**config.mk**
```make
export PLATFORM = sky130hd
export DESIGN_NAME = usb_data_buffer_ctrl
export DESIGN_NICKNAME = d
export VERILOG_FILES = /design/src/rtl/usb_buffer_pkg.sv /design/src/rtl/buffer_ram.sv /design/src/rtl/usb_data_buffer_ctrl.sv
export SDC_FILE = /design/constraint.sdc
export NUM_CORES = 1
export LEC_CHECK = 0
export CORE_MARGIN = 8
export CORE_UTILIZATION = 56
export DETAILED_ROUTE_END_ITERATION = 6
export GPL_ROUTABILITY_DRIVEN = 0
export PLACE_DENSITY = 0.81
export SYNTH_ARGS = -nofsm -noshare
export SYNTH_HDL_FRONTEND = slang
export SYNTH_SLANG_ARGS = --single-unit
```
**constraint.sdc**
```tcl
create_clock -name clk -period 4.65 [get_ports clk]
set_input_delay 1.1625 -clock clk [delete_from_list [all_inputs] [get_ports clk]]
set_output_delay 1.1625 -clock clk [all_outputs]
set_load 0.05 [all_outputs]
```
**src/rtl/usb_buffer_pkg.sv**
```systemverilog
// Shared sizing and requester encoding for the USB data buffer.
// Used by the buffer controller, the AHB slave and the testbench.
package usb_buffer_pkg;

    localparam int DEPTH  = 64;
    localparam int ADDR_W = $clog2(DEPTH);
    localparam int OCC_W  = ADDR_W + 1;

    typedef enum logic [2:0] {
        REQ_NONE,
        REQ_RX_STORE,
        REQ_TX_GET,
        REQ_AHB_STORE,
        REQ_AHB_GET
    } t_buf_req;

    function automatic logic is_write_req(t_buf_req r);
        return (r == REQ_RX_STORE) || (r == REQ_AHB_STORE);
    endfunction

    function automatic logic is_read_req(t_buf_req r);
        return (r == REQ_TX_GET) || (r == REQ_AHB_GET);
    endfunction

endpackage

```
**src/rtl/buffer_ram.sv**
```systemverilog
// DEPTH x 8 register file with one synchronous write and one synchronous read port.
// The array is deliberately not reset; only the controller pointers define validity.
module buffer_ram #(
    parameter int DEPTH  = 64,
    parameter int ADDR_W = 6
) (
    input  logic              clk,
    input  logic              we,
    input  logic [ADDR_W-1:0] waddr,
    input  logic [7:0]        wdata,
    input  logic              re,
    input  logic [ADDR_W-1:0] raddr,
    output logic [7:0]        rdata
);

    logic [7:0] mem [DEPTH];

    always_ff @(posedge clk) begin
        if (we) mem[waddr] <= wdata;
        if (re) rdata <= mem[raddr];
    end

endmodule

```
**src/rtl/usb_data_buffer_ctrl.sv**
```systemverilog
// Single-port FIFO controller for the shared USB data buffer: arbitrates four byte
// requesters (one grant per cycle), keeps pointers/occupancy and sticky error flags.
module usb_data_buffer_ctrl #(
    parameter int DEPTH  = usb_buffer_pkg::DEPTH,
    parameter int ADDR_W = usb_buffer_pkg::ADDR_W,
    parameter int OCC_W  = usb_buffer_pkg::OCC_W
) (
    input  logic             clk,
    input  logic             rst,
    input  logic             clear,
    input  logic             store_tx_data,
    input  logic [7:0]       tx_data,
    input  logic             get_rx_data,
    output logic [7:0]       rx_data,
    output logic             rx_data_valid,
    input  logic             rx_store,
    input  logic [7:0]       rx_store_data,
    input  logic             tx_get,
    output logic [7:0]       tx_get_data,
    output logic             tx_get_valid,
    output logic [OCC_W-1:0] buffer_occupancy,
    output logic             empty,
    output logic             full,
    output logic             overflow,
    output logic             underflow,
    output logic             req_drop
);
    import usb_buffer_pkg::*;

    logic             rs_pend, tg_pend, st_pend, gr_pend;
    logic [7:0]       rs_hold, st_hold;
    t_buf_req         grant;
    logic             is_wr, is_rd, wr_go, rd_go;
    logic [7:0]       wr_data, ram_q, rd_val;
    logic [ADDR_W-1:0] wptr, rptr;
    logic [OCC_W-1:0] occ_nxt;
    logic             rx_vld_q, tx_vld_q, rd_empty_q;
    logic [7:0]       rx_hold_q, tx_hold_q;

    // Fixed priority, USB side first; clear swallows every request in its cycle.
    always_comb begin
        grant = REQ_NONE;
        if (!clear) begin
            if (rx_store || rs_pend)           grant = REQ_RX_STORE;
            else if (tx_get || tg_pend)        grant = REQ_TX_GET;
            else if (store_tx_data || st_pend) grant = REQ_AHB_STORE;
            else if (get_rx_data || gr_pend)   grant = REQ_AHB_GET;
        end
        is_wr   = is_write_req(grant);
        is_rd   = is_read_req(grant);
        wr_go   = is_wr && !full;
        rd_go   = is_rd && !empty;
        wr_data = (grant == REQ_RX_STORE) ? (rs_pend ? rs_hold : rx_store_data)
                                          : (st_pend ? st_hold : tx_data);
        occ_nxt = buffer_occupancy + OCC_W'(wr_go) - OCC_W'(rd_go);
    end

    buffer_ram #(.DEPTH(DEPTH), .ADDR_W(ADDR_W)) u_ram (
        .clk   (clk),
        .we    (wr_go),
        .waddr (wptr),
        .wdata (wr_data),
        .re    (rd_go),
        .raddr (rptr),
        .rdata (ram_q)
    );

    always_ff @(posedge clk or posedge rst) begin
        if (rst) begin
            wptr <= '0; rptr <= '0; buffer_occupancy <= '0;
            empty <= 1'b1; full <= 1'b0;
            overflow <= 1'b0; underflow <= 1'b0; req_drop <= 1'b0;
            rs_pend <= 1'b0; tg_pend <= 1'b0; st_pend <= 1'b0; gr_pend <= 1'b0;
            rs_hold <= '0; st_hold <= '0;
        end else if (clear) begin
            wptr <= '0; rptr <= '0; buffer_occupancy <= '0;
            empty <= 1'b1; full <= 1'b0;
            overflow <= 1'b0; underflow <= 1'b0; req_drop <= 1'b0;
            rs_pend <= 1'b0; tg_pend <= 1'b0; st_pend <= 1'b0; gr_pend <= 1'b0;
        end else begin
            if (wr_go) wptr <= wptr + 1'b1;
            if (rd_go) rptr <= rptr + 1'b1;
            buffer_occupancy <= occ_nxt;
            empty <= (occ_nxt == '0);
            full  <= (occ_nxt == OCC_W'(DEPTH));
            overflow  <= overflow  | (is_wr && full);
            underflow <= underflow | (is_rd && empty);
            // A repeat pulse while still pending is discarded; the original stays queued.
            req_drop <= req_drop | (rx_store && rs_pend) | (tx_get && tg_pend)
                                 | (store_tx_data && st_pend) | (get_rx_data && gr_pend);
            rs_pend <= (grant == REQ_RX_STORE)  ? 1'b0 : (rs_pend | rx_store);
            tg_pend <= (grant == REQ_TX_GET)    ? 1'b0 : (tg_pend | tx_get);
            st_pend <= (grant == REQ_AHB_STORE) ? 1'b0 : (st_pend | store_tx_data);
            gr_pend <= (grant == REQ_AHB_GET)   ? 1'b0 : (gr_pend | get_rx_data);
            if (rx_store && !rs_pend && grant != REQ_RX_STORE)
                rs_hold <= rx_store_data;
            if (store_tx_data && !st_pend && grant != REQ_AHB_STORE)
                st_hold <= tx_data;
        end
    end

    // Read results land one cycle after the grant; empty reads return zero.
    always_ff @(posedge clk or posedge rst) begin
        if (rst) begin
            rx_vld_q   <= 1'b0;
            tx_vld_q   <= 1'b0;
            rd_empty_q <= 1'b0;
            rx_hold_q  <= '0;
            tx_hold_q  <= '0;
        end else begin
            rx_vld_q  <= (grant == REQ_AHB_GET);
            tx_vld_q  <= (grant == REQ_TX_GET);
            if (is_rd) rd_empty_q <= empty;
            rx_hold_q <= rx_data;
            tx_hold_q <= tx_get_data;
        end
    end

    assign rd_val        = rd_empty_q ? 8'h00 : ram_q;
    assign rx_data       = rx_vld_q ? rd_val : rx_hold_q;
    assign tx_get_data   = tx_vld_q ? rd_val : tx_hold_q;
    assign rx_data_valid = rx_vld_q;
    assign tx_get_valid  = tx_vld_q;

endmodule

```
Word-level counts from Yosys, hierarchy flattened. Memory sizes are Yosys's and may differ from the RTL's. A register that Yosys moved wholly into a read port is not among the register bits. Index checks and enable logic that the tools add are counted.

Add/sub/neg operators: 4. Eq/ne operators: 7. Mux-type cells: 31. Bitwise operators: 11. Reduce and logical (&&, ||, !) cells: 27.

Operator list (number): 2-to-1 mux 8 bit (6); 2-to-1 mux 6 bit (4); 2-to-1 mux 1 bit (15); 2-to-1 mux 3 bit (5); adder 6 x 1 -> 6 bit (second input constant) (2); logical AND 1 bit (12); bitwise OR 1 bit (10); adder 7 x 1 -> 7 bit (1); == test 7 bit (second input constant) (1); logical NOT 7 bit (1); 2-to-1 mux 7 bit (1); subtractor 7 x 1 -> 7 bit (1); == test 3 x 2 -> 1 bit (second input constant) (2); logical OR 1 bit (6); logical NOT 1 bit (4); AND reduction 2 bit (2); nonzero test 2 bit (2); == test 3 x 1 -> 1 bit (second input constant) (1); == test 3 bit (second input constant) (1); != test 3 x 1 -> 1 bit (second input constant) (1); != test 3 x 2 -> 1 bit (second input constant) (1); NOT 1 bit (1).

Flip-flop bits (word level): 63. RAM bits: 512. Output and inout bits: 30. Memories: 1.

Memories: u_ram.mem (words 64, width 8, read ports 1, clocked after Yosys merged registers in 1, wr ports 1, RTL line buffer_ram.sv:16) `logic [7:0] mem [DEPTH];`.

Depth between registers and ports, before layout. Gate-level depths: netlist (run 1).

Word-level depth: 13. Mapped depth: 16. Mapped depth without buffers: 15.

Modules after synthesis. From an unflattened synthesis (run 1), not the netlist that was laid out.

Cell total of the unflattened synthesis: 1213. Area, all modules: 23346.1 sq um.

Modules (own cells, without submodules): buffer_ram (times used 1, cells an instance 940, area each 20246.9 sq um, seq. area each 15615.0 sq um); usb_data_buffer_ctrl (times used 1, cells an instance 273, area each 3099.2 sq um, seq. area each 1577.8 sq um).

Worst setup path before layout (run 1). No wires, ideal clock.

Path type: in2reg. From: input clear. To: memory u_ram.mem[0][6] (data pin). Setup time: 0.548 ns. Arrival: 3.885 ns. Required time: 4.102 ns. Slack: 0.217 ns. Stages on the path: 6. Path buffers: 2. Cell sequence: buf_2 -> inv_1 -> o21ai_1 -> clkbuf_1 -> a211oi_1 -> a21oi_1.

Cells in the longest elaborated chain, start to end: 3.

RTL lines: start: declaration (RTL line usb_data_buffer_ctrl.sv:10) `input logic clear,`; 2-to-1 mux 3 bit (RTL line usb_data_buffer_ctrl.sv:43) `if (!clear) begin`; == test 3 x 1 -> 1 bit (RTL line usb_data_buffer_ctrl.sv:53) `wr_data = (grant == REQ_RX_STORE) ? (rs_pend ? rs_hold : rx_store_data)`; 2-to-1 mux 8 bit (RTL line usb_data_buffer_ctrl.sv:53); via u_ram.wdata[6] (RTL line buffer_ram.sv:10) `input logic [7:0] wdata,`; end: declaration (RTL line buffer_ram.sv:16).

The timed path passes the listed nets, and every way through them passes these cells.

Worst setup path after layout (run 1).
From: input tx_get. To: register full.

Elaborated cells between the ends (all ways): 16.

RTL lines: start: declaration (RTL line usb_data_buffer_ctrl.sv:18) `input logic tx_get,`; logical OR 1 bit (*) (RTL line usb_data_buffer_ctrl.sv:45) `else if (tx_get || tg_pend) grant = REQ_TX_GET;`; 2-to-1 mux 3 bit (*) (RTL line usb_data_buffer_ctrl.sv:45); 2-to-1 mux 3 bit (*) (RTL line usb_data_buffer_ctrl.sv:44) `if (rx_store || rs_pend) grant = REQ_RX_STORE;`; 2-to-1 mux 3 bit (*) (RTL line usb_data_buffer_ctrl.sv:43); == test 3 x 2 -> 1 bit / == test 3 bit (equally long branches) (RTL line usb_buffer_pkg.sv:22) `return (r == REQ_TX_GET) || (r == REQ_AHB_GET);`; logical OR 1 bit (*) (RTL line usb_buffer_pkg.sv:22); logical AND 1 bit (*) (RTL line usb_data_buffer_ctrl.sv:52) `rd_go = is_rd && !empty;`; via rd_go (RTL line usb_data_buffer_ctrl.sv:33) `logic is_wr, is_rd, wr_go, rd_go;`; subtractor 7 x 1 -> 7 bit (*) (RTL line usb_data_buffer_ctrl.sv:55) `occ_nxt = buffer_occupancy + OCC_W'(wr_go) - OCC_W'(rd_go);`; == test 7 bit (*) (RTL line usb_data_buffer_ctrl.sv:85) `full <= (occ_nxt == OCC_W'(DEPTH));`; 2-to-1 mux 1 bit (*) (RTL line usb_data_buffer_ctrl.sv:75) `end else if (clear) begin`; end signal: assignment (RTL line usb_data_buffer_ctrl.sv:85); end: declaration (RTL line usb_data_buffer_ctrl.sv:23) `output logic full,`.

The timed path passes the listed nets; every way through them passes the cells marked *. A chain may end at the register's enable or synchronous reset.

==> results of run 1 <==
## per-layer routing
layer  up-vias  GRT usage [%]  share of wire [%]
met5         -              0                  0
met4         0           9.88                4.3
met3       134           4.37                9.0
met2       610           33.0                 47
met1      6205           27.6                 39
li1       5206              -                  -
## area by class of cell
type / instances / area, um2
clock buffers: 71 / 1530
clock inverters: 29 / 310
fillers: 2592 / 14200
inverters: 15 / 56.3
multi-input cells: 577 / 5730
flip-flops and latches: 583 / 17200
well taps: 532 / 666
repair buffers: 139 / 1190
## placed cells by master (no fill, tap or decap), types with 6 or more instances in the layout
cell and count:
edfxtp_1 520, nor2_1 102, mux4_2 97, mux2i_1 88
buf_4 86, dfrtp_1 59, clkbuf_16 59, clkdlybuf4s50_1 52
mux2_2 39, o22ai_1 37, nand2_1 29, nor2b_1 22
a21oi_1 19, a211o_1 14, inv_1 14, a211oi_1 11
clkbuf_1 11, nand3_1 10, xor2_1 10, clkinv_1 10
a21oi_4 9, ha_1 9, clkinv_2 9, a31oi_1 8
nor3_1 7, bufinv_16 6
## state kept, by name (all words and copies together), names as in the netlist, 6 cells and up
register,flops
u_ram.mem,512
rs_hold,8
rx_hold_q,8
st_hold,8
tx_hold_q,8
u_ram.rdata,8
buffer_occupancy,7
rptr,6
wptr,6
## report_power, final
part	switching, mW	total [mW]	internal, mW
registers	0.103	6.06	5.96
clock network	1.87	4.53	2.66
logic	0.927	1.44	0.513
total	2.90	12.0	9.13
## worst min path at each step
stage	startpoint	to	slack [ns]	cells after the start
2_1_floorplan	rs_hold[7]	rs_hold[7]	0.43	1
3_3_place_gp	rs_hold[6]	rs_hold[6]	0.37	0
3_5_place_dp	rs_hold[7]	rs_hold[7]	0.37	0
4_1_cts	rs_hold[6]	rs_hold[6]	0.38	0
5_1_grt	rs_hold[6]	rs_hold[6]	0.39	0
6_report	rs_hold[6]	rs_hold[6]	0.38	0
## per-stage QoR
step / total power [mW] / util, % / worst slack, ns / cells
after floorplan: 7.11 / - / 0.217 / 1249
after global placement: 7.55 / 60.7 / 0.289 / 1846
after detailed placement: 7.60 / 60.7 / 0.168 / 1846
after CTS: 12.1 / 65.2 / 0.803 / 1946
after global routing: 12.4 / 65.2 / 0.602 / 1946
final: 12.0 / 65.2 / 0.745 / 1946
## logic make-up (layout without fill, tap and decap cells)
kind of cell | count (synthesis) | after routing | share of synthesized area (%)
other | 1 | 1 | 0.0161
AOI/OAI and AO/OA | 125 | 125 | 3.81
and+or+nand+nor | 205 | 205 | 4.29
DFF | 583 | 583 | 73.8
buffers and inverters | 89 | 254 | 2.01
adders and majority gates | 10 | 10 | 0.569
muxes | 224 | 224 | 15.0
xor gates and xnor gates | 12 | 12 | 0.451
==> flow_summary_export.csv, run 1 <==
group,metric,value,unit
run_status,status,"finished clean",
die,dieWidth,220,um
timing,slew_headroom,36.7,%
clocking,cts.htree.levels,2,
clocking,cts_sinks,583,
timing,rsz0062_at_grt,"no",
final_layout,area_growth,14.5,%
logic_synthesis,synthTopCellsByArea,"edfxtp_1, mux4_2, dfrtp_1",
clocking,ctsHoldBuffers,0,
clocking,post_cts_resized,0,
setup_path,path_delay_family,"simple AND/OR/NAND/NOR gates",
clocking,cts_tree,"yes",
timing,fin_skew,0.0117,ns
logic_synthesis,ys_ff_latch,583,
grt,grt.total_usage,20.8,%
setup_path,crit_end,"full",
logic_synthesis,synth-edff-count,520,
setup_path,slowest_delay,0.47,ns
placement,place_area,24800,um2
grt,grt_pass1_vias,12400,
logic_synthesis,synth-seq-area-share,73.8,%
timing,period_share,84.0,%
routing,detail-route-antenna-nets,0,
final_layout,antenna_cells,0,
timing,whs,0.378,ns
power_and_ir_drop,ir_drop,279,uV
die,dieArea,48400,um2
setup_path,slowest_stage,"clkdlybuf4s50_1",
placement,dp_hpwl,30200,um
routing,routed-via-count,12200,
setup_path,rrSetupSlack,1.08,ns
die,initial_utilization,56.9,%
routing,drcViolationCount,0,
power_and_ir_drop,cellLeakagePower,8.62,nW
setup_path,crit_start,"tx_get",
setup_path,crit_path_start_kind,"input pin",
logic_synthesis,ys_types,63,
die,die_h,220,um
timing,finalSetupTns,0,ns
logic_synthesis,yosysTopAreaCell,"edfxtp_1",
setup_path,path_class,"in -> reg",
logic_synthesis,synthMostInstantiatedCell,"edfxtp_1",
clocking,post_cts_buffers,0,
final_layout,drive_gt1_share,23.6,%
timing,max_freq,256,MHz
setup_path,worst_setup_path_end_kind,"register",
grt,grt-ovfl-total,0,
die,num_rows,74,
grt,antenna_found_initial,0,
timing,tightest_slew,0.947,ns
logic_synthesis,synth.net_count,1282,
die,io_pins,53,
clocking,clockRootBuffer,"clkbuf_16",
setup_path,r2r-end,"full",
routing,wl_per_cell,25.8,um
logic_synthesis,ys.flop_type,"edfxtp_1",
setup_path,reg2reg_depth,14,
setup_path,required,5.13,ns
routing,vias_per_cell,6.25,
setup_path,reg2reg_from,"rs_pend",
clocking,cts_buffer_depth,3,
final_layout,nets,1404,
routing,dr.pass1.iters,5,
power_and_ir_drop,power_density,451,nW/um2
logic_synthesis,yosys.area.top_type_share,67.0,%
grt,grt_pass1_wl,75700,um
grt,grt_max_degree,65,
setup_path,critPathMaxFanout,4,
die,coreArea,40900,um2
clocking,cts.reportedPaths.clkPinSlew,0.06,ns
timing,finalMaxSlewViolations,0,
logic_synthesis,synth_cells,1249,
logic_synthesis,syn_area_per_cell,18.7,um2
logic_synthesis,async_flop_share,10.8,%
setup_path,worstPathArrival,4.39,ns
clocking,cts-buffers-inserted,55,
setup_path,path_buf_inv,3,
setup_path,path_cells,"clkdlybuf4s50_1 -> nor4_4 -> o2111ai_2 -> a21oi_4 -> ha_1 -> inv_1 -> ha_1 -> inv_1 -> fa_1 -> nor2b_1 -> o21ai_0 -> a21oi_1 -> or3_1 -> nand3_1 -> and4b_1",
final_layout,final_cell_area,26700,um2
clocking,clkLatencyLatePin,0.60,ns
timing,min_period,3.91,ns
logic_synthesis,yosysWarningCount,0,
routing,drt-initial-drc-count,1430,
logic_synthesis,synthTopCellsByCount,"edfxtp_1, nor2_1, mux4_2",
logic_synthesis,synth_area,23300,um2
min_path,hp-class,"reg -> reg",
setup_path,cp.depth,15,
placement,port_buffers,52,
timing,setup_viol,0,
timing,finalHoldViolations,0,
routing,wirelength,50300,um
job,cap_violations,0,
(Power assumes the default switching activity.)
==> run 2: changes to the inputs <==
clock period = 3.6 ns   (was 4.65 ns; I/O delays follow)
==> run 2 against run 1 <==
  * Final cell count increased by 2.8%
  * Total power up 29%
  * Wire length rose by 5.5%
  * Core utilization increased by 0.89 points
  * Non-clock buffer count is 52 higher
  * Global-route usage increased by 1.2 points
  * Clock power grew 24%
  * Register-to-register slack worse by 0.68 ns
  * Largest power group unchanged
  * Highest routed layer unchanged
==> flow_summary_export.csv, run 2 (same netlist as run 1, synthesis figures left out) <==
group,metric,value,unit
setup_path,required,4.13,ns
routing,drcViolationCount,0,
die,dieArea,48400,um2
routing,dr.pass1.iters,6,
setup_path,cp.depth,16,
setup_path,worstPathArrival,4.02,ns
grt,grt_pass1_vias,12900,
timing,tightest_slew,0.745,ns
final_layout,final_cell_area,27000,um2
routing,detail-route-antenna-nets,0,
timing,setup_viol,0,
routing,vias_per_cell,6.25,
routing,wirelength,53000,um
clocking,cts_tree,"yes",
placement,dp_hpwl,32500,um
setup_path,critPathMaxFanout,3,
timing,finalSetupTns,0,ns
final_layout,area_growth,16.1,%
routing,wl_per_cell,26.5,um
clocking,cts.reportedPaths.clkPinSlew,0.06,ns
power_and_ir_drop,power_density,572,nW/um2
final_layout,drive_gt1_share,26.0,%
setup_path,worst_setup_path_end_kind,"register",
final_layout,largest_reg_flops,512,
setup_path,path_delay_family,"simple AND/OR/NAND/NOR gates",
die,initial_utilization,56.9,%
clocking,cts_sinks,583,
power_and_ir_drop,ir_drop,364,uV
setup_path,path_cells,"clkdlybuf4s50_1 -> buf_4 -> o31a_1 -> nor3_4 -> inv_1 -> ha_1 -> inv_1 -> ha_1 -> inv_1 -> fa_2 -> nor2b_1 -> o21ai_0 -> a21oi_2 -> or3_1 -> nand3_1 -> and4b_1",
setup_path,slowest_stage,"clkdlybuf4s50_1",
setup_path,crit_path_start_kind,"input pin",
final_layout,layout_common_cells,"edfxtp_1, buf_4, nor2_1",
placement,port_buffers,52,
routing,routed-via-count,12500,
min_path,hold_depth,0,
die,num_rows,74,
die,coreArea,40900,um2
grt,grt-ovfl-total,0,
placement,place_inst,1897,
die,io_pins,53,
placement,place_ws,-0.437,ns
timing,max_freq,287,MHz
final_layout,fin_cells,2001,
clocking,clockRootBuffer,"clkbuf_16",
power_and_ir_drop,p_total,15.5,mW
timing,rsz0062_at_grt,"no",
timing,finalHoldViolations,0,
final_layout,nets,1457,
setup_path,path_class,"in -> reg",
final_layout,largest_register,"u_ram.mem",
final_layout,antenna_cells,0,
timing,period_share,96.9,%
grt,grt.total_usage,22.1,%
clocking,cts-buffers-inserted,56,
min_path,hp-class,"reg -> reg",
run_status,status,"finished clean",
setup_path,crit_top_cell,"inv_1",
timing,min_period,3.49,ns
die,dieWidth,220,um
setup_path,slowest_delay,0.46,ns
clocking,cts_buffer_depth,3,
power_and_ir_drop,cellLeakagePower,8.85,nW
routing,drt-initial-drc-count,1468,
timing,final.setup.worst_slack,0.110,ns
grt,grt_pass1_wl,79600,um
clocking,clkLatencyLatePin,0.61,ns
clocking,ctsHoldBuffers,0,
grt,grt_max_degree,65,
clocking,cts.htree.levels,2,
setup_path,rrSetupSlack,0.40,ns
timing,finalMaxSlewViolations,0,
final_layout,mostFrequentLayoutCell,"edfxtp_1",
job,cap_violations,0,
setup_path,reg2reg_depth,14,
timing,slew_headroom,50.2,%
grt,antenna_found_initial,0,
timing,fin_skew,0.0202,ns
setup_path,path_buf_inv,5,
placement,place_area,25300,um2
die,die_h,220,um
## run 2: cell types whose count changed in the layout (fill, tap and decap cells not counted), sizes merged
cell / change
buf: +52
bufinv: -2
clkbuf: +2
clkinv: +5
inv: -2
## run 2: worst paths after layout
kind | startpoint | end
max in group asynchronous | rst | empty
setup reg to reg | tg_pend | full
min in group asynchronous | rst | st_hold[1]
setup / recovery | tx_get | full
hold reg to reg | rs_hold[4] | rs_hold[4]
hold / removal | rs_hold[4] | rs_hold[4]
## run 2: through the flow
step           hold WS (ns)  util [%]
2_1_floorplan         0.430         -
3_3_place_gp          0.365      61.8
3_5_place_dp          0.367      61.8
4_1_cts               0.381      66.1
5_1_grt               0.384      66.1
6_report              0.378      66.1
## run 2: layer usage
| metal | routed length [um] | GRT usage, % |
|---|---|---|
| met1 | 21000 | 30.1 |
| met2 | 24900 | 34.3 |
| met3 | 5030 | 5.20 |
| met4 | 2080 | 8.84 |
| met5 | 0 | 0 |
## run 2: power breakdown
part	internal [mW]	switching [mW]
sequential	7.69	0.127
combinational	0.742	1.27
clock	3.22	2.41
## run 2: repair_timing
| action | in CTS | in global routing |
|---|---|---|
| hold endpoints to repair | 0 | 0 |
| setup buffers | 0 | 1 |
| endpoints found under the setup margin | 0 | 1 |
| gates resized for setup | 0 | 1 |
## run 2: layout make-up
class / count / area (um2)
clock inverters: 30 / 245
multi-input cells: 577 / 5740
inverters: 15 / 56.3
repair buffers: 191 / 1630
flip-flops and latches: 583 / 17200
well taps: 532 / 666
fillers: 2581 / 13900
clock buffers: 73 / 1510
==> run 3: changes to the inputs <==
CORE_ASPECT_RATIO = 1.5   (was not set)
CTS_BUF_LIST = sky130_fd_sc_hd__clkbuf_16   (was not set)
==> run 3 against run 2 <==
  * Sequential power about the same
  * Largest power group unchanged
  * Worst hold slack gained 0.0023 ns
  * Final cell count grew 0.55%
  * Non-clock buffer count up 2
  * Total power down 4.6%
  * Wire length grew 1.7%
  * Critical path type unchanged
  * Core utilization decreased by 0.89 points
  * Combinational power about the same
  * Maximum frequency is 2.6% higher
  * Global-route usage increased by 0.16 points
  * Final area shrank 0.91%
  * Critical path depth unchanged
==> flow_summary_export.csv, run 3 (same netlist as run 1, synthesis figures left out) <==
group,metric,value,unit
die,io_pins,53,
placement,dp_hpwl,34300,um
final_layout,drive_gt1_share,25.7,%
power_and_ir_drop,cellLeakagePower,8.77,nW
timing,setup_viol,0,
power_and_ir_drop,clock_power_share,33.3,%
routing,drcViolationCount,0,
routing,wirelength,53900,um
power_and_ir_drop,power_density,550,nW/um2
clocking,clkLatencyLatePin,0.57,ns
final_layout,nets,1451,
setup_path,worst_setup_path_end_kind,"register",
grt,antenna_found_initial,0,
timing,finalHoldViolations,0,
clocking,clockRootBuffer,"clkbuf_16",
clocking,cts.htree.levels,2,
die,num_rows,91,
run_status,status,"finished clean",
routing,drt-initial-drc-count,1356,
clocking,cts-buffers-inserted,48,
timing,min_period,3.40,ns
grt,grt.total_usage,22.2,%
timing,finalMaxSlewViolations,0,
setup_path,crit_path_start_kind,"input pin",
routing,vias_per_cell,6.22,
final_layout,antenna_cells,0,
final_layout,area_growth,15.0,%
grt,grt_pass1_vias,12900,
setup_path,required,4.05,ns
power_and_ir_drop,switching_share,24.7,%
final_layout,layout_common_cells,"edfxtp_1, buf_4, nor2_1",
routing,detail-route-antenna-nets,0,
final_layout,multi_input_area,5740,um2
die,initial_utilization,56.7,%
placement,place_ws,-0.436,ns
die,coreArea,41100,um2
routing,dr.pass1.iters,7,
clocking,cts_buffer_depth,3,
die,dieWidth,183,um
routing,wl_per_cell,26.8,um
final_layout,num-fill-cells,2567,
grt,grt_max_degree,75,
timing,finalSetupTns,0,ns
power_and_ir_drop,p_int,11.1,mW
power_and_ir_drop,p_seq_share,53.0,%
timing,final.setup.worst_slack,0.199,ns
die,dieArea,48500,um2
placement,place_area,25300,um2
timing,max_freq,294,MHz
grt,grt-ovfl-total,0,
min_path,hp-class,"reg -> reg",
clocking,cts.reportedPaths.clkPinSlew,0.07,ns
clocking,ctsHoldBuffers,0,
placement,port_buffers,52,
final_layout,largest_reg_flops,512,
setup_path,path_class,"in -> reg",
power_and_ir_drop,p_total,14.8,mW
setup_path,worstPathArrival,3.85,ns
final_layout,regArea,17200,um2
timing,fin_skew,0.0172,ns
grt,grt_pass1_wl,80400,um
final_layout,largest_register,"u_ram.mem",
final_layout,final_cell_area,26800,um2
power_and_ir_drop,ir_drop,350,uV
clocking,cts_sinks,583,
clocking,cts_tree,"yes",
final_layout,mostFrequentLayoutCell,"edfxtp_1",
timing,period_share,94.5,%
power_and_ir_drop,p_comb_share,13.7,%
timing,slew_headroom,2.70,%
routing,routed-via-count,12500,
setup_path,critPathMaxFanout,5,
job,cap_violations,0,
final_layout,final_util,65.2,%
timing,tightest_slew,1.46,ns
power_and_ir_drop,p_sw,3.64,mW
die,die_h,266,um
run 3: changes by cell type in the layout (fill, tap and decap cells not counted), moves of 2 or more:
| cell | previous run | this run |
|---|---|---|
| clkbuf_16 | 58 | 49 |
| buf_4 | 134 | 137 |
| inv_6 | 0 | 2 |
| clkinv_2 | 9 | 4 |
| clkbuf_1 | 15 | 0 |
| clkinv_1 | 15 | 9 |
| clkinvlp_2 | 0 | 2 |
| inv_1 | 14 | 29 |
run 3: area by class of cell:
| cell class | count | share of cell area (%) |
|---|---|---|
| Tap cell | 558 | 2.61 |
| Sequential cell | 583 | 64.2 |
| Multi-Input combinational cell | 577 | 21.4 |
| Timing Repair Buffer | 193 | 6.09 |
| Clock buffer | 49 | 4.58 |
| Clock inverter | 37 | 0.906 |
| Inverter | 15 | 0.210 |
run 3: timing repair:
action	CTS	global route
setup buffers	0	0
endpoints found under the setup margin	0	2
resized for setup	0	3
run 3: final timing paths:
kind | from | depth (start not counted) | slack, ns | to
setup / recovery | tx_get | 16 | 0.20 | full
hold / removal | rs_hold[7] | 0 | 0.38 | rs_hold[7]
setup reg to reg | rptr[0] | 7 | 0.22 | u_ram.rdata[1]
hold reg to reg | rs_hold[7] | 0 | 0.38 | rs_hold[7]
max in group asynchronous | rst | 3 | 2.19 | tx_hold_q[3]
min in group asynchronous | rst | 2 | 0.78 | buffer_occupancy[4]
run 3: power groups by stage:
stage               Sequential [mW]  Clock (mW)  Combinational [mW]
finish                         7.82        4.92                2.02
global route                   7.82        5.21                2.14
CTS                            7.82        4.98                2.01
detailed placement             7.96           0                1.99
global placement               7.95           0                1.94
floorplan                      8.06           0                1.14
run 3: per-stage QoR:
step / hold slack (ns) / std cells
2_1_floorplan: 0.430 / 1249
5_1_grt: 0.391 / 2012
3_3_place_gp: 0.365 / 1926
4_1_cts: 0.382 / 2012
6_report: 0.380 / 2012
3_5_place_dp: 0.367 / 1926
run 3: routing by layer:
metal  global-route usage, %  share of wire [%]
met1                    25.8                 34
met4                    12.4                6.0
met2                    39.1                 52
met3                    3.19                8.0
met5                       0                  0
run 3: worst max-delay path, cell delays in order:
cell and delay (ns):
clkdlybuf4s50_1 0.47, buf_4 0.18, o31a_1 0.32, nor3_4 0.14
inv_1 0.06, ha_1 0.27, inv_1 0.06, ha_1 0.16
inv_1 0.07, fa_2 0.35, nor2b_1 0.12, o21ai_1 0.10
a21oi_2 0.19, or3_1 0.13, nand3_1 0.10, and4b_1 0.22
